File: config.mk
export PLATFORM = sky130hd
export DESIGN_NAME = dlsc_axi_writer_frame
export DESIGN_NICKNAME = d
export VERILOG_FILES = /design/src/rtl/dlsc_axi_writer_frame.sv
export SDC_FILE = /design/constraint.sdc
export NUM_CORES = 1
export LEC_CHECK = 0
export ABC_CLOCK_PERIOD_IN_PS = 2800
export CORE_MARGIN = 2
export CORE_UTILIZATION = 30
export DETAILED_ROUTE_END_ITERATION = 10
export PLACE_DENSITY = 0.57
export SLEW_MARGIN = 10
export SYNTH_ARGS = -nofsm -noshare
export SYNTH_HDL_FRONTEND = slang
export SYNTH_SLANG_ARGS = --single-unit
export TNS_END_PERCENT = 20
File: constraint.sdc
create_clock -name clk -period 2.8 [get_ports clk]
set_input_delay 0.84 -clock clk [delete_from_list [all_inputs] [get_ports clk]]
set_output_delay 0.84 -clock clk [all_outputs]
set_load 0.01 [all_outputs]
File: src/rtl/dlsc_axi_writer_frame.sv
// Frame-level sequencer for dlsc_axi_writer: turns one 2D frame descriptor into
// one writer command per row and reports completion once every row is acknowledged.
module dlsc_axi_writer_frame #(
    parameter int ADDR = 32,
    parameter int BLEN = 12,
    parameter int ROWS = 12,
    parameter int OUTS = 3
) (
    input  logic            clk,
    input  logic            rst_n,
    output logic            frm_ready,
    input  logic            frm_valid,
    input  logic [ADDR-1:0] frm_addr,
    input  logic [BLEN-1:0] frm_bytes,
    input  logic [ADDR-1:0] frm_stride,
    input  logic [ROWS-1:0] frm_rows,
    output logic            frm_busy,
    output logic            frm_done,
    output logic            frm_error,
    input  logic            cmd_ready,
    output logic            cmd_valid,
    output logic [ADDR-1:0] cmd_addr,
    output logic [BLEN-1:0] cmd_bytes,
    input  logic            cmd_done,
    input  logic            axi_busy,
    input  logic            axi_error
);

    typedef enum logic [1:0] {
        ST_IDLE  = 2'd0,
        ST_ISSUE = 2'd1,
        ST_DRAIN = 2'd2,
        ST_ERROR = 2'd3
    } state_t;

    localparam logic [OUTS-1:0] OUT_ONE = OUTS'(1);
    localparam logic [OUTS-1:0] OUT_MAX = '1;
    localparam logic [ROWS-1:0] ROW_ONE = ROWS'(1);

    state_t          state;
    logic [ADDR-1:0] row_addr;
    logic [ADDR-1:0] stride;
    logic [BLEN-1:0] bytes_q;
    logic [ROWS-1:0] rows_left;
    logic [ROWS-1:0] done_left;
    logic [ROWS-1:0] done_left_nxt;
    logic [OUTS-1:0] outstanding;
    logic [OUTS-1:0] outstanding_nxt;
    logic            hs;
    logic            done_in;
    logic            can_issue;

    // cmd_valid/cmd_ready: a command transfers on any edge where both are high;
    // once raised, cmd_valid and its addr/bytes hold until that edge (or an AXI error).
    assign frm_ready = (state == ST_IDLE);
    assign frm_busy  = (state != ST_IDLE) || axi_busy;
    assign hs        = cmd_valid && cmd_ready && (state == ST_ISSUE);
    assign done_in   = cmd_done && (state != ST_IDLE);
    assign can_issue = !cmd_valid && (rows_left != '0) && (outstanding != OUT_MAX);

    always_comb begin
        outstanding_nxt = outstanding;
        if (hs && !done_in) begin
            outstanding_nxt = outstanding + OUT_ONE;
        end else if (!hs && done_in) begin
            outstanding_nxt = outstanding - OUT_ONE;
        end
        done_left_nxt = done_in ? (done_left - ROW_ONE) : done_left;
    end

    always_ff @(posedge clk or negedge rst_n) begin
        if (!rst_n) begin
            state       <= ST_IDLE;
            row_addr    <= '0;
            stride      <= '0;
            bytes_q     <= '0;
            rows_left   <= '0;
            done_left   <= '0;
            outstanding <= '0;
            cmd_valid   <= 1'b0;
            cmd_addr    <= '0;
            cmd_bytes   <= '0;
            frm_done    <= 1'b0;
            frm_error   <= 1'b0;
        end else begin
            frm_done    <= 1'b0;
            outstanding <= outstanding_nxt;
            done_left   <= done_left_nxt;
            case (state)
                ST_IDLE: begin
                    if (axi_error) begin
                        state     <= ST_ERROR;
                        frm_error <= 1'b1;
                    end else if (frm_valid) begin
                        row_addr  <= frm_addr;
                        stride    <= frm_stride;
                        bytes_q   <= frm_bytes;
                        rows_left <= frm_rows;
                        done_left <= frm_rows;
                        if (frm_rows == '0) begin
                            frm_done <= 1'b1;
                        end else begin
                            state <= ST_ISSUE;
                        end
                    end
                end
                ST_ISSUE: begin
                    if (axi_error) begin
                        state     <= ST_ERROR;
                        frm_error <= 1'b1;
                        cmd_valid <= 1'b0;
                    end else if (hs) begin
                        cmd_valid <= 1'b0;
                        row_addr  <= row_addr + stride;
                        rows_left <= rows_left - ROW_ONE;
                        if (rows_left == ROW_ONE) begin
                            state <= ST_DRAIN;
                        end
                    end else if (can_issue) begin
                        cmd_valid <= 1'b1;
                        cmd_addr  <= row_addr;
                        cmd_bytes <= bytes_q;
                    end
                end
                ST_DRAIN: begin
                    if (axi_error) begin
                        state     <= ST_ERROR;
                        frm_error <= 1'b1;
                    end else if (done_left_nxt == '0) begin
                        frm_done <= 1'b1;
                        state    <= ST_IDLE;
                    end
                end
                ST_ERROR: begin
                    // The writer's error only clears on reset, so neither do we.
                    cmd_valid <= 1'b0;
                    frm_error <= 1'b1;
                end
                default: begin
                    state <= ST_ERROR;
                end
            endcase
        end
    end

endmodule

After elaboration in Yosys (flattened, before gate mapping)
Index checks and enable logic that the tools add are counted.
{ "op_classes": {"n_addsub": 5, "multipliers": 0, "n_div": 0, "order_cmp": 0, "n_eq_ne": 16, "shifts": 0, "n_mux": 37, "bitwise_logic": 2, "n_reduce_logical": 26} }
{ "op_table": {"columns": ["op", "count"], "rows": [
  ["32-bit two-way mux", 4],
  ["12-bit two-way mux", 8],
  ["32-bit one-hot mux with 2 select lines", 1],
  ["32-bit adder", 1],
  ["12-bit zero test", 2],
  ["12-bit one-hot mux with 2 select lines", 1],
  ["12-bit by 1-bit subtractor with 12-bit output (second input constant)", 2],
  ["2-bit two-way mux", 8],
  ["12-bit by 1-bit equality test with 1-bit output (second input constant)", 1],
  ["3-bit inequality test (second input constant)", 4],
  ["12-bit nonzero test", 1],
  ["1-bit two-way mux", 9],
  ["2-bit nonzero test", 4],
  ["1-bit logical AND", 7],
  ["3-bit two-way mux", 2],
  ["2-bit inequality test (second input constant)", 3],
  ["1-bit one-hot mux with 2 select lines", 3],
  ["2-bit one-hot mux with 3 select lines", 1],
  ["6-bit AND reduction", 1],
  ["5-bit AND reduction", 1],
  ["2-bit equality test (second input constant)", 2],
  ["2-bit by 1-bit inequality test with 1-bit output (second input constant)", 2],
  ["4-bit inequality test (second input constant)", 1],
  ["4-bit AND reduction", 1],
  ["13 further kinds", 16]
]} }
{ "word_totals": {"register_bits": 152, "latchBits": 0, "mem_bits_rw": 0, "rom_bits": 0, "input_bits": 95, "wordCells": 98, "n_memories": 0} }

Depth between registers and ports, before layout
Gate-level depths: netlist of the first run.
{ "depth": {"depth_word": 7, "ltp_mapped": 12} }

Worst setup path after synthesis of the first run
OpenSTA, ideal clock, no wires.
{ "synth_path": {"path_kind": "input to register", "startpoint": "input cmd_done", "endpoint": "register state[0]", "setup_ns": 0.125, "t_arrival_ns": 2.908, "required_ns": 2.675, "path_slack_ns": -0.233, "stages": 10, "n_path_buf": 1, "cell_sequence": "nor2b_2 > buf_6 > nand3_1 > nor4_1 > nand2_1 > xnor2_1 > nor4_2 > nand4_1 > a311o_1 > mux2_4"} }
{ "synth_between": {"elab_chain_cells": 5} }
{ "synth_lines": {"columns": ["item", "line_no", "text"], "rows": [
  ["start: declaration", "24", "input logic cmd_done,"],
  ["1-bit logical AND", "58", "assign done_in = cmd_done && (state != ST_IDLE);"],
  ["12-bit two-way mux", "68", "done_left_nxt = done_in ? (done_left - ROW_ONE) : done_left;"],
  ["12-bit zero test", "129", "end else if (done_left_nxt == '0) begin"],
  ["3-bit inequality test (no source line)", null, null],
  ["6-bit AND reduction (no source line)", null, null],
  ["end signal: assignment", "73", "state <= ST_IDLE;"],
  ["end signal: assignment", "127", "state <= ST_ERROR;"],
  ["end signal: assignment", "131", "state <= ST_IDLE;"],
  ["end: declaration", "40", "state_t state;"]
]} }
Every way passes these cells.
A chain may end at the register's enable or synchronous reset.

Final worst setup path of the first run
{ "layout_path": {"startpoint": "input axi_busy", "endpoint": "output frm_busy"} }
{ "layout_between": {"elab_chain_cells": 1} }
{ "layout_lines": {"columns": ["item", "line_no", "text"], "rows": [
  ["start: declaration", "25", "input logic axi_busy,"],
  ["1-bit logical OR", "56", "assign frm_busy = (state != ST_IDLE) || axi_busy;"],
  ["end: declaration", "17", "output logic frm_busy,"]
]} }
Every way passes these cells.

==> results of run 1 <==
## Yosys cell counts, drive strengths merged, types with 3 or more instances
library cell / n
clkbuf: 27
xnor2: 23
a21o: 21
nor4: 12
and3: 7
nor2: 63
xor2: 14
nand2: 40
or4: 3
dfrtp: 152
nor2b: 4
nand3: 17
nand4: 3
a31oi: 9
ha: 39
mux2: 93
nor3: 9
o21a: 3
a211oi: 3
o22ai: 12
o21ai: 36
o21bai: 4
o211ai: 3
a21boi: 3
buf: 11
inv: 21
mux2i: 29
and2: 3
a21oi: 73
## final timing paths
path                                               to  slack (ns)
max                                          frm_busy        0.07
max in group asynchronous     row_addr[7]$_DFFE_PN0P_        1.70
max reg2reg                  row_addr[28]$_DFFE_PN0P_        0.10
min in group clk           outstanding[2]$_DFFE_PN0P_        0.47
min                            done_left[5]$_DFF_PN0_        0.37
min reg2reg                outstanding[2]$_DFFE_PN0P_        0.47
## critical path, stage by stage
cell and delay [ns]:
clkdlybuf4s50_1 0.44, nand2b_1 0.09, clkdlybuf4s50_1 0.52
## registers in the layout (all words and copies together) (netlist names)
name / flops
cmd_addr: 32
row_addr: 32
stride: 32
bytes_q: 12
cmd_bytes: 12
done_left: 12
rows_left: 12
outstanding: 3
state: 2
cmd_valid: 1
frm_done: 1
frm_error: 1
## stage by stage
step           std cells  util, %
2_1_floorplan        773        -
3_3_place_gp        1295     39.5
3_5_place_dp        1295     39.5
4_1_cts             1333     42.0
5_1_grt             1335     42.8
6_report            1336     42.8
## routing by layer
metal	global-route usage (%)	wire length [um]
met2	25.2	10100
met4	3.38	171
met3	3.92	1000
met1	20.7	10400
met5	0	11
## power breakdown
group / leakage [nW] / internal (mW) / switching, mW
logic: 2.82 / 4.68 / 4.26
registers: 1.79 / 3.28 / 0.789
clock network: 0.289 / 1.30 / 1.01
total: 4.90 / 9.25 / 6.06
## cell families after synthesis
| family | Yosys count | share of synthesized area [%] |
|---|---|---|
| buffers and inverters | 59 | 2.86 |
| DFF | 152 | 46.2 |
| and+or+nand+nor | 172 | 10.0 |
| xor gates and xnor gates | 37 | 3.94 |
| AOI/OAI and AO/OA | 190 | 14.2 |
| muxes | 122 | 16.3 |
| adders and majority gates | 41 | 6.42 |
## repair_timing
| action | CTS | global route |
|---|---|---|
| hold endpoints to repair | 0 | 0 |
| endpoints found under the setup margin | 12 | 20 |
| pin swaps | 7 | 25 |
| setup buffers | 6 | 2 |
| gates cloned | 0 | 0 |
| gates resized for setup | 10 | 38 |
## final cells by class
cell class	instances	area share, %
Antenna cell	1	0.0217
Clock buffer	19	3.93
Clock inverter	13	1.17
Inverter	21	0.683
Multi-Input combinational cell	562	38.9
Sequential cell	152	33.0
Tap cell	341	3.70
Timing Repair Buffer	227	18.7
==> flow_summary.yaml, run 1 <==
run_status:
  status: "complete, no violations"
clock_network:
  path_clk_slew_ns: 0.07
  clk_latency_ns: 0.42
  cts_root_buffer: "clkbuf_16"
  cts.path.max_buffers: 2
  h-tree-depth: 4
  cts_tree: "built"
  cts_buffers: 17
  clock-sinks: 152
  cts_hold_buf: 0
final_layout:
  fin_area_um2: 11500
  layout.nets: 1117
  final_common_cell: "dfrtp_1"
  multi_input_area_um2: 4480
  drive_above_1_share_pct: 25.1
  num-fill-cells: 2580
  area_delta_synth_final_pct: 40.2
  register_area_um2: 3800
  final_cell_mix: "dfrtp_1 (152), clkdlybuf4s50_1 (141), mux2_2 (85)"
power_and_ir_drop:
  finalPower_mw: 15.3
  ir_worst_vdd_mv: 0.518
  cellPowerDensity_nw_per_um2: 1330
  p_leak_nw: 4.90
die:
  start_util_pct: 30.5
  coreArea_um2: 27000
  num_io_pins: 144
  die_w_um: 170
  die_h_um: 170
  dieArea_um2: 28800
  rows: 60
grt:
  antenna_found_initial: 2
  grt_max_degree: 58
  grt.overflow.total: 0
  grt_util_all_layers_pct: 15.4
  grt_pass1_wl_um: 34900
  grt_pass1_vias: 6689
yosys:
  synth.yosys.seq_area_share_pct: 46.2
  synthesis.nets: 909
  synth-edff-count: 0
  synth_cell_types: 66
  ys_ff_latch: 152
  synth_top_cells_by_area: "dfrtp_1 (46%), mux2_2 (12%), ha_1 (5.9%)"
  syn_avg_cell_area_um2: 10.6
  async_flop_share_pct: 100
  synth_top_area_share_pct: 46.2
  synth_cells: 773
  yosys.area.top_type: "dfrtp_1"
  yosysWarningCount: 0
  yosys_most_used_dff: "dfrtp_1"
  syn_area_um2: 8230
job:
  drv_cap: 0
timing:
  setup_ws_ns: 0.0670
  setup_viol: 0
  fmax_mhz: 366
  tightestPinTransition_ns: 0.580
  hold_slack_ns: 0.374
  rsz0062_at_grt: "yes"
  drv_slew: 0
  maxSlewHeadroom_pct: 61.3
  timing.final.crit_share_pct: 97.6
  finalHoldViolations: 0
  fin_tns_setup_ns: 0
  fin_crit_ns: 2.73
  skew_ns: 0.0131
setup_path:
  startpoint: "axi_busy"
  reg2reg_from: "row_addr[0]$_DFFE_PN0P_"
  critPathLaunchType: "input pin"
  crit_fanout: 1
  end_kind: "primary output"
  crit_type: "input pin to primary output"
  reg2reg_depth: 12
  required_ns: 1.96
  critPathArrivalTime_ns: 1.89
place:
  post-place-ws_ns: -0.635
  hpwl_um: 15800
  port_buffers: 143
  detailed_place.area_um2: 10600
  place_congestion: 0.874
min_path:
  min_path_type: "input pin to async pin"
route:
  drtAntennaViolNets: 0
  viasPerCell: 4.90
  routedWlPerCell_um: 16.2
  drtPass1Iterations: 6
  routed_wl_um: 21700
  num_vias: 6540
  drtIter0Drc: 270
  remaining_drc_errors: 0
No activity file was read; power rests on OpenSTA's default activity.
==> run 2, diff against run 1 <==
CAP_MARGIN = 20   (was not set)
CORE_MARGIN = not set   (was 2)
==> run 2 against run 1 <==
Design area shrank 0.24%. Worst setup slack worse by 0.024 ns. Sequential share of layout area increased by 0.079 points. Via count shrank 1.5%. Cell count shrank 0.37%. Highest routed layer unchanged.
==> flow_summary.yaml, run 2 (synthesis gave the netlist of run 1 again) <==
grt:
  grt_pass1_wl_um: 34900
  antenna_found_initial: 2
  grt_pass1_vias: 6577
  grt_util_all_layers_pct: 15.8
  grt.overflow.total: 0
  grt_max_degree: 55
setup_path:
  critPathArrivalTime_ns: 1.92
  reg2reg_depth: 11
  critPathTopFamily: "buffers and inverters"
  worstPathBufferInverterCount: 2
  crit_chain: "clkdlybuf4s50_1, nand2b_1, clkdlybuf4s50_1"
  reg2reg_slack_ns: 0.07
  crit_cells: 3
  reg2reg_from: "row_addr[13]$_DFFE_PN0P_"
  cp_slowest_stage_delay_ns: 0.53
  critPathLaunchType: "input pin"
  crit_fanout: 1
  rr_endpoint: "row_addr[29]$_DFFE_PN0P_"
  required_ns: 1.96
  crit_type: "input pin to primary output"
  cp_common_cell: "clkdlybuf4s50_1"
  slowest_stage: "clkdlybuf4s50_1"
  end_kind: "primary output"
final_layout:
  reg.largest.list: "cmd_addr x32, row_addr x32, stride x32"
  layout.nets: 1114
  final_cell_mix: "dfrtp_1 (152), clkdlybuf4s50_1 (141), mux2_2 (85)"
  drive_above_1_share_pct: 23.9
  num-fill-cells: 2563
  area_delta_synth_final_pct: 39.9
  final_common_cell: "dfrtp_1"
  antenna_cells: 0
clock_network:
  clock-sinks: 152
  h-tree-depth: 4
  path_clk_slew_ns: 0.06
  cts_tree: "built"
  cts.path.max_buffers: 2
  cts_root_buffer: "clkbuf_16"
  cts_buffers: 17
  clk_latency_ns: 0.42
job:
  drv_cap: 0
power_and_ir_drop:
  finalPower_mw: 15.2
  p_leak_nw: 4.90
  cellPowerDensity_nw_per_um2: 1320
  ir_worst_vdd_mv: 0.471
run_status:
  status: "complete, no violations"
route:
  remaining_drc_errors: 0
  viasPerCell: 4.84
  num_vias: 6443
  drtPass1Iterations: 4
  drtAntennaViolNets: 0
  drtIter0Drc: 241
  routedWlPerCell_um: 16.0
  routed_wl_um: 21300
die:
  rows: 60
  dieArea_um2: 28100
  coreArea_um2: 27000
  num_io_pins: 144
  start_util_pct: 30.5
  die_w_um: 168
  die_h_um: 168
place:
  hpwl_um: 15600
  place_congestion: 0.845
  port_buffers: 143
  post-place-ws_ns: -0.618
timing:
  setup_viol: 0
  fin_crit_ns: 2.76
  skew_ns: 0.00973
  maxSlewHeadroom_pct: 63.4
  rsz0062_at_grt: "yes"
  finalHoldViolations: 0
  timing.final.crit_share_pct: 98.5
  setup_ws_ns: 0.0434
  drv_slew: 0
  fmax_mhz: 363
  tightestPinTransition_ns: 0.550
min_path:
  min_path_type: "input pin to async pin"
run 2: changes by cell type in the layout (fill, tap and decap cells not counted), sizes merged:
cell	before	now
bufinv	1	3
clkbuf	19	21
diode	1	0
inv	27	22
clkinvlp	1	2
clkinv	5	4
buf	85	82
run 2: worst max-delay path by stage:
stage,start,to
2_1_floorplan,cmd_done,state[0]$_DFFE_PN0P_
3_3_place_gp,cmd_done,state[0]$_DFFE_PN0P_
3_5_place_dp,cmd_done,state[0]$_DFFE_PN0P_
4_1_cts,row_addr[0]$_DFFE_PN0P_,row_addr[28]$_DFFE_PN0P_
5_1_grt,row_addr[0]$_DFFE_PN0P_,row_addr[28]$_DFFE_PN0P_
6_report,axi_busy,frm_busy
run 2: stage by stage:
| step | instance area, um2 | TNS, ns | instances | hold WS [ns] | util [%] |
|---|---|---|---|---|---|
| 6_report | 11500 | 0 | 1331 | 0.387 | 42.7 |
| 5_1_grt | 11500 | -0.465 | 1331 | 0.412 | 42.7 |
| 4_1_cts | 11300 | -0.0821 | 1326 | 0.396 | 42.1 |
| 3_5_place_dp | 10700 | -2.07 | 1294 | 0.458 | 39.6 |
| 3_3_place_gp | 10700 | -1.88 | 1294 | 0.457 | 39.6 |
| 2_1_floorplan | 8260 | 0 | 773 | 0.443 | - |
run 2: final cells by class:
| cell class | count | area [um2] | share of cell area [%] |
|---|---|---|---|
| flip-flops and latches | 152 | 3800 | 33.1 |
| repair buffers | 224 | 2170 | 18.8 |
| multi-input cells | 562 | 4420 | 38.4 |
| clock inverters | 10 | 145 | 1.26 |
| clock buffers | 21 | 460 | 4.00 |
| inverters | 21 | 78.8 | 0.685 |
| well taps | 341 | 427 | 3.71 |
run 2: per-layer routing:
metal	wire length, um	GRT usage, %	share of wire [%]
met1	10100	20.9	48
met2	10000	25.8	47
met4	176	3.83	0.83
met3	960	3.97	4.5
met5	25	0	0.12
run 2: repair_timing:
action                                  CTS  global route
gates resized for setup                  11            32
endpoints found under the setup margin   10            18
hold buffers                              0             0
pin swaps                                 8            16
buffers inserted                          1             5
run 2: where the power goes:
part | internal (mW) | total [mW] | leakage, nW | switching, mW
Sequential | 3.28 | 4.08 | 1.79 | 0.800
Clock | 1.45 | 2.39 | 0.290 | 0.942
Combinational | 4.61 | 8.75 | 2.83 | 4.14
